[src/rtl/wm_extraction_pkg.sv]
// Shared constants for the watermark extraction path.
// Symbol geometry and block position encoding.
package wm_extraction_pkg;

  localparam int PIX_W_DEF     = 8;
  localparam int SYM_W         = 2;
  localparam int SYMS_PER_BYTE = 4;
  localparam int PIX_PER_SYM   = 4;

  typedef logic [SYM_W-1:0] sym_t;

  localparam logic [1:0] P1 = 2'd0;
  localparam logic [1:0] P2 = 2'd1;
  localparam logic [1:0] P3 = 2'd2;
  localparam logic [1:0] P4 = 2'd3;

  function automatic logic [1:0] err_sum(input logic e1, input logic e0);
    return {1'b0, e1} + {1'b0, e0};
  endfunction

endpackage

[src/rtl/wm_sat_counter.sv]
// Saturating event counter with synchronous clear.
// Adds 0, 1 or 2 per cycle and sticks at all-ones.
module wm_sat_counter #(
  parameter int CNT_W = 16
) (
  input  logic             clk,
  input  logic             rst,
  input  logic             clear,
  input  logic [1:0]       inc,
  output logic [CNT_W-1:0] count
);

  localparam logic [CNT_W+1:0] MAX = {2'b00, {CNT_W{1'b1}}};

  logic [CNT_W+1:0] sum;

  assign sum = {2'b00, count} + {{CNT_W{1'b0}}, inc};

  always_ff @(posedge clk or posedge rst) begin
    if (rst) begin
      count <= '0;
    end else if (clear) begin
      count <= '0;
    end else if (sum > MAX) begin
      count <= {CNT_W{1'b1}};
    end else begin
      count <= sum[CNT_W-1:0];
    end
  end

endmodule

[src/rtl/wm_extraction.sv]
// Watermark extraction: recovers 2-bit symbols from pixel LSB
// pairs, checks them and packs four symbols per output byte.
module wm_extraction
  import wm_extraction_pkg::*;
#(
  parameter int PIX_W = PIX_W_DEF,
  parameter int CNT_W = 16
) (
  input  logic             clk,
  input  logic             rst,
  input  logic [PIX_W-1:0] pix_in,
  input  logic             pix_valid,
  output logic             pix_ready,
  input  logic             frame_start,
  input  logic [1:0]       exp_sym,
  output logic             exp_adv,
  output logic [1:0]       sym_out,
  output logic             sym_valid,
  output logic             sym_err,
  output logic [7:0]       wm_byte,
  output logic             wm_valid,
  input  logic             wm_ready,
  output logic [CNT_W-1:0] pair_err_cnt,
  output logic [CNT_W-1:0] sym_mis_cnt
);

  logic [1:0] pos;
  logic       a;
  logic       bit1;
  logic       pe1;
  logic [1:0] scnt;
  logic [5:0] sh;

  logic       accept;
  logic       lsb;
  logic       done;
  logic       pe_now;
  logic       mis;
  logic       clear;
  sym_t       sym_new;
  logic [1:0] pair_inc;
  logic       pix_unused;

  assign pix_ready  = !wm_valid || wm_ready;
  assign accept     = pix_valid && pix_ready;
  assign lsb        = pix_in[0];
  assign pix_unused = ^pix_in[PIX_W-1:1];
  assign pe_now     = lsb != a;
  assign sym_new    = {bit1, a};
  assign mis        = sym_new != exp_sym;

  // A frame_start pixel is always P1, so it never completes a symbol.
  assign done     = accept && !frame_start && (pos == P4);
  assign clear    = accept && frame_start;
  assign pair_inc = done ? err_sum(pe1, pe_now) : 2'd0;

  always_ff @(posedge clk or posedge rst) begin
    if (rst) begin
      pos       <= P1;
      a         <= 1'b0;
      bit1      <= 1'b0;
      pe1       <= 1'b0;
      scnt      <= 2'd0;
      sh        <= '0;
      sym_out   <= '0;
      sym_valid <= 1'b0;
      sym_err   <= 1'b0;
      exp_adv   <= 1'b0;
      wm_byte   <= '0;
      wm_valid  <= 1'b0;
    end else begin
      sym_valid <= 1'b0;
      sym_err   <= 1'b0;
      exp_adv   <= 1'b0;
      if (wm_valid && wm_ready) begin
        wm_valid <= 1'b0;
      end
      if (accept) begin
        if (frame_start) begin
          a    <= lsb;
          pos  <= P2;
          scnt <= 2'd0;
          sh   <= '0;
        end else begin
          unique case (pos)
            P1: begin
              a   <= lsb;
              pos <= P2;
            end
            P2: begin
              bit1 <= a;
              pe1  <= pe_now;
              pos  <= P3;
            end
            P3: begin
              a   <= lsb;
              pos <= P4;
            end
            P4: begin
              pos       <= P1;
              sym_out   <= sym_new;
              sym_valid <= 1'b1;
              exp_adv   <= 1'b1;
              sym_err   <= pe1 || pe_now || mis;
              scnt      <= scnt + 2'd1;
              if (scnt == 2'(SYMS_PER_BYTE - 1)) begin
                wm_byte  <= {sh, sym_new};
                wm_valid <= 1'b1;
              end else begin
                sh <= {sh[3:0], sym_new};
              end
            end
          endcase
        end
      end
    end
  end

  wm_sat_counter #(.CNT_W(CNT_W)) u_pair_cnt (
    .clk   (clk),
    .rst   (rst),
    .clear (clear),
    .inc   (pair_inc),
    .count (pair_err_cnt)
  );

  wm_sat_counter #(.CNT_W(CNT_W)) u_mis_cnt (
    .clk   (clk),
    .rst   (rst),
    .clear (clear),
    .inc   ({1'b0, done && mis}),
    .count (sym_mis_cnt)
  );

endmodule

[config.mk]
export PLATFORM = sky130hd
export DESIGN_NAME = wm_extraction
export DESIGN_NICKNAME = d
export VERILOG_FILES = /design/src/rtl/wm_extraction_pkg.sv /design/src/rtl/wm_sat_counter.sv /design/src/rtl/wm_extraction.sv
export SDC_FILE = /design/constraint.sdc
export NUM_CORES = 1
export LEC_CHECK = 0
export CORE_UTILIZATION = 55
export DETAILED_ROUTE_END_ITERATION = 10
export DONT_BUFFER_PORTS = 1
export HOLD_SLACK_MARGIN = 0.05
export PLACE_DENSITY = 0.7
export REMOVE_ABC_BUFFERS = 1
export SYNTH_ARGS = -nofsm -noshare
export SYNTH_HDL_FRONTEND = slang
export SYNTH_HIERARCHICAL = 1
export SYNTH_SLANG_ARGS = --single-unit
export TNS_END_PERCENT = 30
[constraint.sdc]
create_clock -name clk -period 3.5 [get_ports clk]
set_input_delay 0.525 -clock clk [delete_from_list [all_inputs] [get_ports clk]]
set_output_delay 0.525 -clock clk [all_outputs]
set_load 0.02 [all_outputs]
# Word level (Yosys, flattened, before mapping)
# Cells that the tools add are included.
word_totals:
  regBits: 58
  elab_cells: 73
op_classes:
  eq_ne: 7
  bitwise_logic: 1
  reduce_logical: 21
  n_mux: 25
  add_sub_neg: 4
  n_lt_le_gt_ge: 2
ops:
  columns: ["cell", "count"]
  rows:
  - ["16-bit two-way mux", 4]
  - ["18-bit by 16-bit greater-than comparator with 1-bit output, second input constant", 2]
  - ["6-bit two-way mux", 3]
  - ["16-bit by 1-bit adder with 17-bit output", 1]
  - ["16-bit by 2-bit adder with 17-bit output", 1]
  - ["1-bit two-way mux", 13]
  - ["3-bit AND reduction", 3]
  - ["2-bit two-way mux", 4]
  - ["2-bit one-hot mux with 4 select lines", 1]
  - ["2-bit equality test, second input constant", 3]
  - ["1-bit logical AND", 6]
  - ["2-bit AND reduction", 2]
  - ["4-bit AND reduction", 1]
  - ["2-bit nonzero test", 2]
  - ["1-bit logical OR", 3]
  - ["1-bit by 1-bit adder with 2-bit output", 1]
  - ["2-bit by 1-bit adder with 2-bit output, second input constant", 1]
  - ["2-bit by 1-bit equality test with 1-bit output, second input constant", 1]
  - ["1-bit logical NOT", 2]
  - ["2-bit logical NOT", 1]
  - ["2-bit != test", 1]
  - ["2-bit != test, second input constant", 1]
  - ["2-bit OR reduction", 1]
  - ["1-bit != test", 1]
  - ["1-bit inverter", 1]

# Depth between registers and ports, before layout
# Gate-level depths: netlist (run 1).
logic_depth:
  word_depth: 10
  mapped_depth: 12

# Cells and area by module
# The synthesis (run 1) kept the hierarchy.
modules_own_cells:
  columns: ["mod", "area_each_um2", "instances", "cells_each"]
  rows:
  - ["wm_sat_counter", 884.6, 2, 85]
  - ["wm_extraction", 1241.2, 1, 95]

# Worst setup path after synthesis (run 1)
# Ideal clock, no wire load.
synth_path:
  kind: "in2reg"
  from: "input wm_ready"
  to: "register u_pair_cnt.count[10]"
  path_buffers: 2
  arrival_time_ns: 2.561
  path_stages: 12
  slack_ns: 0.803
  path_cell_list: "nand2b_1 -> buf_4 -> nand3_2 -> inv_1 -> and2_1 -> ha_1 -> fa_1 -> and3_1 -> and4_1 -> nand4_2 -> buf_6 -> a21oi_1"
synth_via:
  elab_chain_cells: 9
synth_lines:
  columns: ["element", "line", "source"]
  rows:
  - ["from (decl)", "wm_extraction.sv:22", "input logic wm_ready,"]
  - ["1-bit logical OR (*)", "wm_extraction.sv:44", "assign pix_ready = !wm_valid || wm_ready;"]
  - ["via pix_ready", "wm_extraction.sv:13", "output logic pix_ready,"]
  - ["1-bit logical AND (*)", "wm_extraction.sv:45", "assign accept = pix_valid && pix_ready;"]
  - ["1-bit logical AND (*) (2 in series)", "wm_extraction.sv:53", "assign done = accept && !frame_start && (pos == P4);"]
  - ["2-bit two-way mux (*)", "wm_extraction.sv:55", "assign pair_inc = done ? err_sum(pe1, pe_now) : 2'd0;"]
  - ["via pair_inc[0]", "wm_extraction.sv:41", "logic [1:0] pair_inc;"]
  - ["16-bit by 2-bit adder with 17-bit output (*)", "wm_sat_counter.sv:17", "assign sum = {2'b00, count} + {{CNT_W{1'b0}}, inc};"]
  - ["18-bit by 16-bit greater-than comparator with 1-bit output", "wm_sat_counter.sv:24", "end else if (sum > MAX) begin"]
  - ["16-bit two-way mux (*)", "wm_sat_counter.sv:24", null]
  - ["16-bit two-way mux (*)", "wm_sat_counter.sv:22", "end else if (clear) begin"]
  - ["to (signal assigned)", "wm_sat_counter.sv:25", "count <= {CNT_W{1'b1}};"]
  - ["to (signal assigned)", "wm_sat_counter.sv:27", "count <= sum[CNT_W-1:0];"]
  - ["to (decl)", "wm_sat_counter.sv:10", "output logic [CNT_W-1:0] count"]
# Mark *: on every way through the listed nets, which the timed path passes. The rest lies on a longest branch.
# A chain may end at the register's enable or synchronous reset.

# Final worst setup path (run 1)
layout_path:
  from: "register pos[0]"
  to: "register u_pair_cnt.count[3]"
layout_via:
  elab_chain_cells: 7
layout_lines:
  columns: ["element", "line", "source"]
  rows:
  - ["from (decl)", "wm_extraction.sv:27", "logic [1:0] pos;"]
  - ["from (signal assigned)", "wm_extraction.sv:59", "pos <= P1;"]
  - ["from (signal assigned)", "wm_extraction.sv:81", "pos <= P2;"]
  - ["from (signal assigned)", "wm_extraction.sv:88", "pos <= P2;"]
  - ["2-bit equality test (*)", "wm_extraction.sv:53", null]
  - ["1-bit logical AND (*)", "wm_extraction.sv:53", null]
  - ["2-bit two-way mux (*)", "wm_extraction.sv:55", null]
  - ["via pair_inc[0]", "wm_extraction.sv:41", null]
  - ["16-bit by 2-bit adder with 17-bit output (*)", "wm_sat_counter.sv:17", null]
  - ["18-bit by 16-bit greater-than comparator with 1-bit output", "wm_sat_counter.sv:24", null]
  - ["16-bit two-way mux (*)", "wm_sat_counter.sv:24", null]
  - ["16-bit two-way mux (*)", "wm_sat_counter.sv:22", null]
# Marked as above.

==> results.ini, run 1 <==
[drt]
wl_per_cell_um=16.41
drt-pass1-iter-count=4
totalWireLength_um=5612
ant_nets=0
vias=1974
dr.first_iter.drc_count=67
avgViaCountPerCell=5.772
drc=0

[run]
maxCapViolCount=0

[worst_setup_path]
worstPathRequired_ns=3.74
crit_fanout=13
ff2ff_setup_slack_ns=0.43
r2r_start=pos[0]
critPathKind=register to register
end_kind=register
r2r.worst_path.cells=11
start_kind=register
cp.arrival_ns=3.31
worstReg2RegEnd=u_pair_cnt/count[3]

[floorplanning]
die_w_um=75.98
die_y_um=75.98
ioPinCount=62
core_um2=5205
start_util=0.5784
row_count=26
die-area_um2=5773

[clock_network]
cts_buffers=9
cts_root_buf=clkbuf_8
clk_latency_ns=0.33
htreeDepth=3
postCtsSetupRepairBufs=0
cts_hold_buf=0
cts_sinks=58
cts-resized-gates=0
clock_path_buffers=2
cts_tree=built
clkTransAtPathRegs_ns=0.07

[synth]
synth.distinct_cells=44
syn_area_per_cell_um2=11.36
synthArstFlopShare=1.000
synthCells=265
ys_seq_area_frac=0.4821
yosys_most_used_dff=dfrtp_1
synth-compound-area-share=0.08936
synth_top_family_by_area=simple AND/OR/NAND/NOR gates
yosys.area_share.simple=0.1825
post_synth_instance_area_um2=3010
yosysWarnings=6
synth_mux_area_frac=0.07440
synth_edf_count=0
synth-seq-cells=58
synth-xor-area-share=0.06692
synthAdderAreaFrac=0.05902

[placed_design]
hpwl_um=3733
globalplace.congestion=0.7379
port_buffers=0
place_inst=326

[pwr]
power_density_nw_per_um2=528.1
p_leak_nw=1.583
ir_worst_vdd_v=0.0002966

[grt]
grt_pass1_vias=1920
grt_first_pass_wirelength_um=9549
track_usage=0.2138
grt_overflow=0
grt_use_met1=0.2835
top_usage_layer=met2
grt_use_met2=0.3182
grt_max_degree=27
antenna_found_initial=0
use_met3=0.07545

[sta]
max_freq_mhz=326.1
worstMarginPinSlew_ns=0.9780
rsz0062_at_grt=no
fin_worst_skew_ns=0.009419
finalCritPeriodShare=0.8763
slew_violations=0
finalSetupViolCount=0
tns_ns=0
hold_violations=0
max_slew_margin=0.3473
post-route-min-period_ns=3.067

[finish]
fill_cells=426
syn_to_final_growth_pct=8.354
utilization=0.6267
ff_latch_area_um2=1451
layout-drive-gt1-share=0.1875
nets=295
stdcell_count=342
n_antenna_cell=0
multiInputGateArea_um2=1429

[status]
status=finished clean

[worst_hold_path]
hold_class=input port to async pin

layer usage:
layer / wire [um] / up-vias
li1: - / 949
met1: 2695 / 970
met2: 2536 / 48
met3: 298 / 7
met4: 82 / 0
met5: 0 / -
cell usage in the layout, fill, tap and decap left out, types with 3 or more instances in the layout:
cell type | netlist | final
and4_1 | 4 | 4
o21ai_0 | 4 | 4
mux2_2 | 19 | 19
and2_1 | 5 | 5
ha_1 | 11 | 11
nand4b_1 | 4 | 4
a31oi_1 | 4 | 4
nor2b_1 | 7 | 7
and3_1 | 11 | 11
dfrtp_1 | 58 | 58
nor3_1 | 4 | 4
xnor2_1 | 6 | 6
nand3_1 | 6 | 6
nand2_1 | 11 | 11
nand4_1 | 4 | 4
xor2_1 | 17 | 17
and4_4 | 4 | 4
inv_1 | 14 | 14
clkbuf_8 | 0 | 10
a21oi_1 | 27 | 27
buf_4 | 4 | 3
flip-flops by register name (all words and copies together) (netlist names), 2 cells and up:
name and count:
u_mis_cnt/count 16, u_pair_cnt/count 16, wm_byte 8, sh 6, pos 2, scnt 2, sym_out 2
final cells by class:
cell class	instances	area share
clock buffers	11	0.04334
inverters	14	0.01611
flip-flops and latches	58	0.4450
clock inverters	5	0.02378
well taps	70	0.02685
repair buffers	3	0.006904
multi-input cells	181	0.4381
cell usage after synthesis (4+ instances only):
| cell type | n | share of area |
|---|---|---|
| a21oi_1 | 27 | 0.045 |
| a31oi_1 | 4 | 0.0083 |
| and2_1 | 5 | 0.010 |
| and3_1 | 11 | 0.023 |
| and4_1 | 4 | 0.012 |
| and4_4 | 4 | 0.015 |
| buf_4 | 4 | 0.010 |
| clkbuf_1 | 5 | 0.0062 |
| dfrtp_1 | 58 | 0.48 |
| ha_1 | 11 | 0.046 |
| inv_1 | 14 | 0.017 |
| mux2_2 | 19 | 0.071 |
| nand2_1 | 11 | 0.014 |
| nand3_1 | 6 | 0.010 |
| nand4_1 | 4 | 0.0083 |
| nand4b_1 | 4 | 0.012 |
| nor2b_1 | 7 | 0.015 |
| nor3_1 | 4 | 0.0067 |
| o21ai_0 | 4 | 0.0067 |
| xnor2_1 | 6 | 0.017 |
| xor2_1 | 17 | 0.049 |
kinds of logic after synthesis:
kind of cell	Yosys count
compound gates	45
simple gates	78
other cells	1
buf+inv	27
fa+ha+maj	13
mux	20
xor+xnor	23
flops	58
stage by stage:
stage               total power [mW]  hold slack [ns]  cell area [um2]  setup slack [ns]
floorplan                     0.9942           0.4387             2933            0.6302
global placement               1.044           0.4841             3043            0.5329
detailed placement             1.053           0.4861             3043            0.5265
CTS                            1.738           0.1605             3262            0.4864
global route                   1.807           0.1868             3262            0.1800
finish                         1.723           0.1473             3262            0.4331
worst max path at each step:
stage	start	endpoint	slack (ns)
after floorplan	wm_ready	u_pair_cnt/count[13]	0.63
after global placement	pos[0]	u_pair_cnt/count[13]	0.53
after detailed placement	pos[1]	u_pair_cnt/count[0]	0.53
after CTS	pos[0]	u_pair_cnt/count[3]	0.49
after global routing	pos[0]	u_pair_cnt/count[3]	0.18
final	pos[0]	u_pair_cnt/count[3]	0.43
where the power goes:
| group | switching (mW) | internal (mW) | leakage, nW |
|---|---|---|---|
| clock network | 0.262 | 0.418 | 0.109 |
| registers | 0.120 | 0.737 | 0.789 |
| logic | 0.0934 | 0.0923 | 0.685 |
| total | 0.476 | 1.25 | 1.58 |
worst max-delay path, stage by stage, from the launching register on:
cell and delay [ns]:
dfrtp_1 0.38, ha_1 0.19, nor2b_2 0.26, nand3_2 0.17, inv_1 0.17, and2_1 0.18, ha_1 0.20, fa_1 0.29
and3_1 0.25, and4_1 0.26, nand4_2 0.35, a21oi_1 0.27
Note: power is estimated with default switching activity, not from simulation.
==> run 2: changes to the inputs <==
==> constraint.sdc (replaced) <==
create_clock -name clk -period 3.57 [get_ports clk]
set_input_delay 0.5355 -clock clk [delete_from_list [all_inputs] [get_ports clk]]
set_output_delay 0.5355 -clock clk [all_outputs]
set_load 0.02 [all_outputs]
==> run 2 against run 1 <==
  * Final cell count fell by 0.29%
  * Flip-flop and latch count did not move
  * Die area did not move
  * Critical path depth did not move
  * Via count fell by 0.91%
  * Wire length rose by 0.75%
  * Global-route usage rose by 0.44 points
  * Maximum frequency rose by 1.0%
  * Sequential power fell by 2%
  * Largest cell class unchanged
==> results.ini, run 2 (synthesis results as in run 1) <==
[finish]
top_regs=u_mis_cnt/count x16, u_pair_cnt/count x16, wm_byte x8  ; unchanged
utilization=0.6315  ; was 0.6267
layout-drive-gt1-share=0.1882  ; was 0.1875
n_antenna_cell=0  ; unchanged
final_cell_mix=dfrtp_1, a21oi_1, mux2_2, xor2_1, inv_1  ; unchanged
syn_to_final_growth_pct=9.185  ; was 8.354%
final_common_cell=dfrtp_1  ; unchanged
nets=294  ; was 295

[sta]
post-route-min-period_ns=3.035  ; was 3.067 ns
max_freq_mhz=329.5  ; was 326.1 MHz
rsz0062_at_grt=no  ; unchanged
tns_ns=0  ; unchanged
slew_violations=0  ; unchanged
hold_violations=0  ; unchanged
worstMarginPinSlew_ns=0.9495  ; was 0.9780 ns
max_slew_margin=0.3663  ; was 0.3473
finalSetupViolCount=0  ; unchanged
fin_worst_skew_ns=0.005665  ; was 0.009419 ns
finalCritPeriodShare=0.8502  ; was 0.8763

[floorplanning]
die_w_um=75.98  ; unchanged
core_um2=5205  ; unchanged
ioPinCount=62  ; unchanged
row_count=26  ; unchanged
start_util=0.5784  ; unchanged
die_y_um=75.98  ; unchanged
die-area_um2=5773  ; unchanged

[worst_setup_path]
start_kind=register  ; unchanged
critical_path_buf_inv_count=1  ; unchanged
ff2ff_setup_slack_ns=0.53  ; was 0.43 ns
crit_fanout=13  ; unchanged
cp_slowest_stage_delay_ns=0.39  ; was 0.38 ns
worstPathRequired_ns=3.82  ; was 3.74 ns
critPathKind=register to register  ; unchanged
startpoint=pos[0]  ; unchanged
cp_cell_sequence=ha_1 -> nor2b_2 -> nand3_2 -> inv_1 -> and2_1 -> ha_1 -> fa_1 -> and3_1 -> and4_1 -> nand4_2 -> a21oi_1  ; unchanged
cp.arrival_ns=3.28  ; was 3.31 ns
r2r.worst_path.cells=11  ; unchanged
crit_slowest_cell=dfrtp_1  ; unchanged
worstReg2RegEnd=u_pair_cnt/count[7]  ; was u_pair_cnt/count[3]
cp_top_family=simple AND/OR/NAND/NOR gates  ; unchanged
cp_common_cell=ha_1  ; unchanged
end_kind=register  ; unchanged
r2r_start=pos[0]  ; unchanged

[worst_hold_path]
hold_class=input port to async pin  ; unchanged

[grt]
grt_first_pass_wirelength_um=9894  ; was 9549 um
track_usage=0.2182  ; was 0.2138
grt_overflow=0  ; unchanged
antenna_found_initial=0  ; unchanged
grt_max_degree=33  ; was 27
grt_pass1_vias=2052  ; was 1920

[clock_network]
cts-resized-gates=0  ; unchanged
htreeDepth=3  ; unchanged
cts_buffers=9  ; unchanged
clkTransAtPathRegs_ns=0.07  ; about the same
cts_hold_buf=0  ; unchanged
cts_sinks=58  ; unchanged
clock_path_buffers=2  ; unchanged
cts_tree=built  ; unchanged
clk_latency_ns=0.33  ; about the same
cts_root_buf=clkbuf_8  ; unchanged
postCtsSetupRepairBufs=0  ; unchanged

[drt]
wl_per_cell_um=16.58  ; was 16.41 um
totalWireLength_um=5654  ; was 5612 um
drc=0  ; unchanged
avgViaCountPerCell=5.736  ; was 5.772
drt-pass1-iter-count=4  ; unchanged
dr.first_iter.drc_count=100  ; was 67
vias=1956  ; was 1974
ant_nets=0  ; unchanged

[status]
status=finished clean  ; unchanged

[placed_design]
hpwl_um=3727  ; was 3733 um
port_buffers=0  ; unchanged
globalplace.congestion=0.7315  ; was 0.7379

[pwr]
ir_worst_vdd_v=0.0003426  ; was 0.0002966 V
p_leak_nw=1.599  ; was 1.583 nW
power_density_nw_per_um2=541.1  ; was 528.1 nW/um2

[run]
maxCapViolCount=0  ; unchanged

==> run 2: cell count changes in the layout (fill, tap and decap cells not counted), sizes merged <==
| cell | delta |
|---|---|
| buf | -1 |
| clkinvlp | -1 |
| bufinv | +1 |
==> run 2: layout make-up <==
cell class,count,area (um2)
clock buffers,11,151.4
clock inverters,5,100.1
fillers,413,1918
inverters,14,52.55
multi-input cells,181,1429
flip-flops and latches,58,1451
well taps,70,87.58
repair buffers,2,15.01
==> run 2: power by group <==
group	internal (mW)	switching, mW
clock	0.499	0.263
sequential	0.722	0.120
combinational	0.0883	0.0858
==> run 2: worst register-to-register path, cell delays in order, from the launching register on <==
cell	delay [ns]
dfrtp_1	0.39
ha_1	0.20
nor2b_2	0.27
nand3_2	0.17
inv_1	0.15
and2_1	0.15
ha_1	0.18
fa_1	0.29
and3_1	0.25
and4_1	0.27
nand4_2	0.36
a21oi_1	0.26
==> run 2: how the worst max path moves through the flow <==
stage	slack (ns)	depth (start not counted)	endpoint
after floorplan	0.69	10	u_pair_cnt/count[13]
after global placement	0.61	11	u_pair_cnt/count[1]
after detailed placement	0.61	11	u_pair_cnt/count[7]
after CTS	0.54	11	u_pair_cnt/count[1]
after global routing	0.19	11	u_pair_cnt/count[6]
final	0.53	11	u_pair_cnt/count[7]
==> run 2: routing by layer <==
layer | GRT usage | vias to the layer above | part of all wire
li1 | - | 938 | -
met1 | 0.2888 | 966 | 0.47
met2 | 0.3364 | 46 | 0.46
met3 | 0.07066 | 6 | 0.051
met4 | 0.08077 | 0 | 0.012
met5 | 0 | - | 0
==> run 2: through the flow <==
step	instances	area [um2]	setup slack, ns	hold WS [ns]	total power [mW]
floorplan	253	2933	0.6897	0.4492	0.9747
global placement	325	3035	0.6130	0.4830	1.020
detailed placement	325	3035	0.6110	0.4862	1.029
CTS	341	3287	0.5420	0.1726	1.794
global route	341	3287	0.1901	0.1940	1.862
finish	341	3287	0.5347	0.1607	1.778
